`config.mk`:
```
export PLATFORM = sky130hd
export DESIGN_NAME = tt_event_sequencer
export DESIGN_NICKNAME = d
export VERILOG_FILES = /design/src/rtl/tt_event_sequencer.sv
export SDC_FILE = /design/constraint.sdc
export NUM_CORES = 1
export LEC_CHECK = 0
export BUFFER_PORTS_ARGS = -buffer_cell sky130_fd_sc_hd__clkbuf_2
export CAP_MARGIN = 20
export CORE_MARGIN = 3
export CORE_UTILIZATION = 55
export CTS_BUF_LIST = sky130_fd_sc_hd__clkbuf_16
export DETAILED_ROUTE_END_ITERATION = 16
export GPL_TIMING_DRIVEN = 0
export PLACE_DENSITY = 0.75
export SYNTH_ARGS = -nofsm -noshare
export SYNTH_HDL_FRONTEND = slang
export SYNTH_SLANG_ARGS = --single-unit
export TNS_END_PERCENT = 1
```
`constraint.sdc`:
```
create_clock -name clk -period 7.6 [get_ports clk]
set_input_delay 0 -clock clk [delete_from_list [all_inputs] [get_ports clk]]
set_output_delay 0 -clock clk [all_outputs]
set_load 0.01 [all_outputs]
```
`src/rtl/tt_event_sequencer.sv`:
```
// Event sequencer: polarity-corrected edge detection on PPS and triggers, cycle-counter
// snapshots, and fixed-priority arbitration onto a single valid/ready output channel.
module tt_event_sequencer #(
  parameter int unsigned CNT_W = 27,
  parameter int unsigned NTRIG = 2
) (
  input  logic             clk,
  input  logic             rst,
  input  logic             enable,
  input  logic             pps_in,
  input  logic [NTRIG-1:0] trig_in,
  input  logic [NTRIG:0]   pol,
  output logic             out_valid,
  input  logic             out_ready,
  output logic [2:0]       out_src,
  output logic [CNT_W-1:0] out_count,
  output logic [7:0]       lost_cnt
);

  localparam int unsigned NSRC = NTRIG + 1;

  typedef enum logic {StEmpty, StFull} state_e;

  state_e           state;
  logic [NSRC-1:0]  s, q1, q2, edge_det, pend, clr, cap, drop;
  logic [CNT_W-1:0] cnt, cnt_next, sel_snap;
  logic [CNT_W-1:0] snap [NSRC];
  logic             load, any_pend, found;
  logic [2:0]       sel;
  logic [3:0]       drop_num;
  logic [8:0]       lost_sum;
  logic [7:0]       lost_next;

  // Source 0 is PPS (polarity bit NTRIG); source 1+i is trig_in[i].
  always_comb begin
    s        = {trig_in ^ pol[NTRIG-1:0], pps_in ^ pol[NTRIG]};
    edge_det = q1 & ~q2;
  end

  always_comb begin
    load     = (state == StEmpty) || out_ready;
    any_pend = |pend;
    found    = 1'b0;
    sel      = '0;
    sel_snap = '0;
    clr      = '0;
    for (int i = 0; i < int'(NSRC); i++) begin
      if (pend[i] && !found) begin
        found    = 1'b1;
        sel      = 3'(i);
        sel_snap = snap[i];
        clr[i]   = load;
      end
    end
  end

  // A pend bit freed by the arbiter in the same cycle can accept a new edge.
  always_comb begin
    drop_num = '0;
    for (int i = 0; i < int'(NSRC); i++) begin
      cap[i]   = edge_det[i] & enable & (~pend[i] | clr[i]);
      drop[i]  = edge_det[i] & enable & pend[i] & ~clr[i];
      drop_num = drop_num + 4'(drop[i]);
    end
    lost_sum  = {1'b0, lost_cnt} + 9'(drop_num);
    lost_next = lost_sum[8] ? 8'hff : lost_sum[7:0];
  end

  always_comb begin
    if (edge_det[0]) begin
      cnt_next = '0;
    end else if (&cnt) begin
      cnt_next = cnt;
    end else begin
      cnt_next = cnt + 1'b1;
    end
  end

  always_ff @(posedge clk) begin
    if (rst) begin
      q1        <= '0;
      q2        <= '0;
      cnt       <= '0;
      pend      <= '0;
      lost_cnt  <= '0;
      state     <= StEmpty;
      out_src   <= '0;
      out_count <= '0;
      for (int i = 0; i < int'(NSRC); i++) begin
        snap[i] <= '0;
      end
    end else begin
      q1       <= s;
      q2       <= q1;
      cnt      <= cnt_next;
      lost_cnt <= lost_next;
      for (int i = 0; i < int'(NSRC); i++) begin
        if (cap[i]) begin
          snap[i] <= cnt;
        end
        pend[i] <= cap[i] | (pend[i] & ~clr[i]);
      end
      if (load) begin
        state <= any_pend ? StFull : StEmpty;
        if (any_pend) begin
          out_src   <= sel;
          out_count <= sel_snap;
        end
      end
    end
  end

  assign out_valid = (state == StFull);

endmodule
```
==> impl_metrics.yaml <==
critical_path:
  path_class: "register to register"
  cp.arrival_ns: 3.60
  worstPathRequired_ns: 7.89
  cp-start-kind: "register"
  cp_max_fo: 10
  critPathCaptureType: "register"
routing:
  wire_per_inst_um: 16.6
  ant_nets: 0
  vias: 4642
  first_pass_iters: 5
  drt-total-wl_um: 13500
  drt_iter0_markers: 457
  via_per_inst: 5.70
  drc: 0
clock_tree:
  clkTransAtPathRegs_ns: 0.06
  numCtsBuffers: 17
  cts_tree: "built"
  cts_hold_buf: 9
  cts_setup_buffers: 0
  clockRootBuffer: "clkbuf_16"
  cts_htree_levels: 4
  cts_resized: 0
  clockBufferDepth: 2
  clock_latency_ns: 0.43
  clock-sinks: 155
yosys:
  ys_warn_count: 0
  synth-async-reset-ratio: 0
  synth-main-ff-cell: "edfxtp_1"
  post-synth-top-area-cell: "edfxtp_1"
  synth_top_area_share: 0.388
  synth.avg_cell_area_um2: 10.7
  syn-cell-area_um2: 6270
  syn-num-nets: 599
  synth_seq_area_share: 0.624
  synth_cells: 584
  synth_edf_count: 81
  ys_ff_latch: 155
  synth.distinct_cells: 51
  yosys-top-cells-area: "edfxtp_1 (39%), dfxtp_1 (24%), nand2_1 (5.9%), a21oi_1 (4.1%), a22oi_1 (3.3%)"
power_and_ir_drop:
  sequentialPowerShare: 0.505
  p_int_mw: 1.42
  ir_drop_uv: 163
  sw_frac_of_total: 0.222
  p_total_mw: 1.82
  power_switching_uw: 405
  pwr-share-clk: 0.448
  power.density_nw_per_um2: 246
  comb_power_share: 0.047
  leakagePower_nw: 2.64
die:
  design.die.area_um2: 12700
  chipHeight_um: 113
  start_util: 0.571
  die_x_um: 113
  core_um2: 11000
  pin_count: 49
  row_count: 38
layout:
  drive_gt1_frac: 0.139
  n_antenna_cell: 0
  fin_util: 0.673
  n_fill_cell: 817
  register_area_um2: 3910
  multi_input_area_um2: 2200
  area_growth_pct: 17.8
  nets: 676
run_status:
  status: "complete, no violations"
min_path:
  hold_path.class: "input pin to register"
placement:
  port_buffers: 46
  gp_congestion: 0.884
  dpl.hpwl_um: 9210
timing:
  timing.final.max_slew_violations: 0
  hold_viol: 0
  fmaxAchievable_mhz: 302
  period_share: 0.436
  max_slew_margin: 0.379
  skew_ns: 0.00888
  finalSetupViolCount: 0
  rsz0062_at_grt: "no"
  setup_tns_ns: 0
  fin_crit_ns: 3.32
  worstMarginPinSlew_ns: 0.931
global_routing:
  grt_usage: 0.221
  antenna_found_initial: 0
  grt_max_degree: 17
  grt_first_pass_wirelength_um: 22000
  grt-ovfl-total: 0
  grt_pass1_vias: 4436
run:
  drv_cap: 0
[final cells by class]
cell class / count / share of cell area
multi-input cells: 390 / 0.298
well taps: 140 / 0.0237
clock buffers: 17 / 0.0575
clock inverters: 15 / 0.0206
plain buffers: 34 / 0.0190
repair buffers: 58 / 0.0494
flip-flops and latches: 155 / 0.529
inverters: 5 / 0.00254
[worst paths after layout]
kind,cells after the start,slack (ns),end,startpoint
min reg2reg,2,0.46,out_count[25],out_count[25]
max reg2reg,10,4.28,lost_cnt[0],pend[0]
min,3,0.27,q2[1],rst
max,10,4.28,lost_cnt[0],pend[0]
[critical path: stages (launching register included)]
cell and delay (ns):
dfxtp_1 0.40, clkbuf_1 0.42, clkbuf_1 0.39, nand4_1 0.21, fa_1 0.55, inv_1 0.04, ha_1 0.21, fa_1 0.44
and3_1 0.21, nand3_1 0.19, a21oi_1 0.10
[power by group through the flow]
| stage | registers, mW | logic, mW | clock network (mW) |
|---|---|---|---|
| CTS | 0.920 | 0.0851 | 0.819 |
| floorplan | 0.936 | 0.0480 | 0 |
| global placement | 0.937 | 0.0746 | 0 |
| global route | 0.922 | 0.0946 | 0.852 |
| detailed placement | 0.937 | 0.0798 | 0 |
| finish | 0.920 | 0.0857 | 0.816 |
[cell usage after synthesis (2+ instances only)]
cell type   n
dfxtp_1    74
o211ai_1    2
fa_1        2
edfxtp_1   81
nand2_1    99
nand3_1    13
inv_1       5
nor2b_1     6
o21ai_1     2
o21ai_0    31
buf_4       2
nand2b_1    6
a22oi_1    28
a31oi_1     4
nor3_1      6
nand3_2     2
buf_2       3
o31ai_1     2
nand4_1    11
ha_1        3
or2_2       2
and2_1     28
a211oi_1    5
a21oi_1    51
xnor2_1    17
and4_1      5
xor2_1      3
clkbuf_1   27
or3_1       3
nand3b_1    2
and3_1      5
or4_1       4
nor2_1     31
mux2i_1     2
[metal layers]
metal | vias up | global-route usage | share of wire
met4 | 0 | 0.0713 | 0.019
met5 | - | 0 | 0
met1 | 2232 | 0.280 | 0.43
li1 | 2242 | - | -
met2 | 147 | 0.372 | 0.50
met3 | 21 | 0.0545 | 0.052
[stage by stage]
step           instance area (um^2)  hold slack (ns)  worst slack, ns  instances
6_report                       7390            0.271             4.28        814
3_5_place_dp                   6730            0.259             4.29        773
4_1_cts                        7390            0.242             4.26        814
3_3_place_gp                   6680            0.243             4.33        770
5_1_grt                        7390            0.304             3.96        814
2_1_floorplan                  6270            0.136             4.82        584
[kinds of logic after synthesis]
| family | synth area share |
|---|---|
| other cells | 0.000598 |
| flops | 0.624 |
| fa+ha+maj | 0.0124 |
| simple gates | 0.180 |
| compound gates | 0.127 |
| mux | 0.00319 |
| xor+xnor | 0.0279 |
| buf+inv | 0.0253 |
[state kept, by name (all words and copies together) (netlist names), 2 cells and up]
register   cells
snap          81
out_count     27
out_src        2
q2             3
cnt           27
q1             3
lost_cnt       8
pend           3
[cells in the final DEF, fill, tap and decap left out, types with 4 or more instances in the layout]
cell type | synthesis | final
nand3_1 | 13 | 13
a31oi_1 | 4 | 4
nor2b_1 | 6 | 6
xnor2_1 | 17 | 17
dfxtp_1 | 74 | 74
nand4_1 | 11 | 11
a22oi_1 | 28 | 28
a211oi_1 | 5 | 5
inv_1 | 5 | 6
and2_1 | 28 | 28
clkbuf_16 | 0 | 17
nor3_1 | 6 | 6
clkinvlp_4 | 0 | 6
dlygate4sd3_1 | 0 | 9
nor2_1 | 31 | 31
o21ai_0 | 31 | 31
nand2b_1 | 6 | 6
a21oi_1 | 51 | 51
and4_1 | 5 | 5
and3_1 | 5 | 5
edfxtp_1 | 81 | 81
nand2_1 | 99 | 99
or4_1 | 4 | 4
clkbuf_2 | 1 | 47
clkbuf_1 | 27 | 27
No activity file was read; power rests on OpenSTA's default activity.
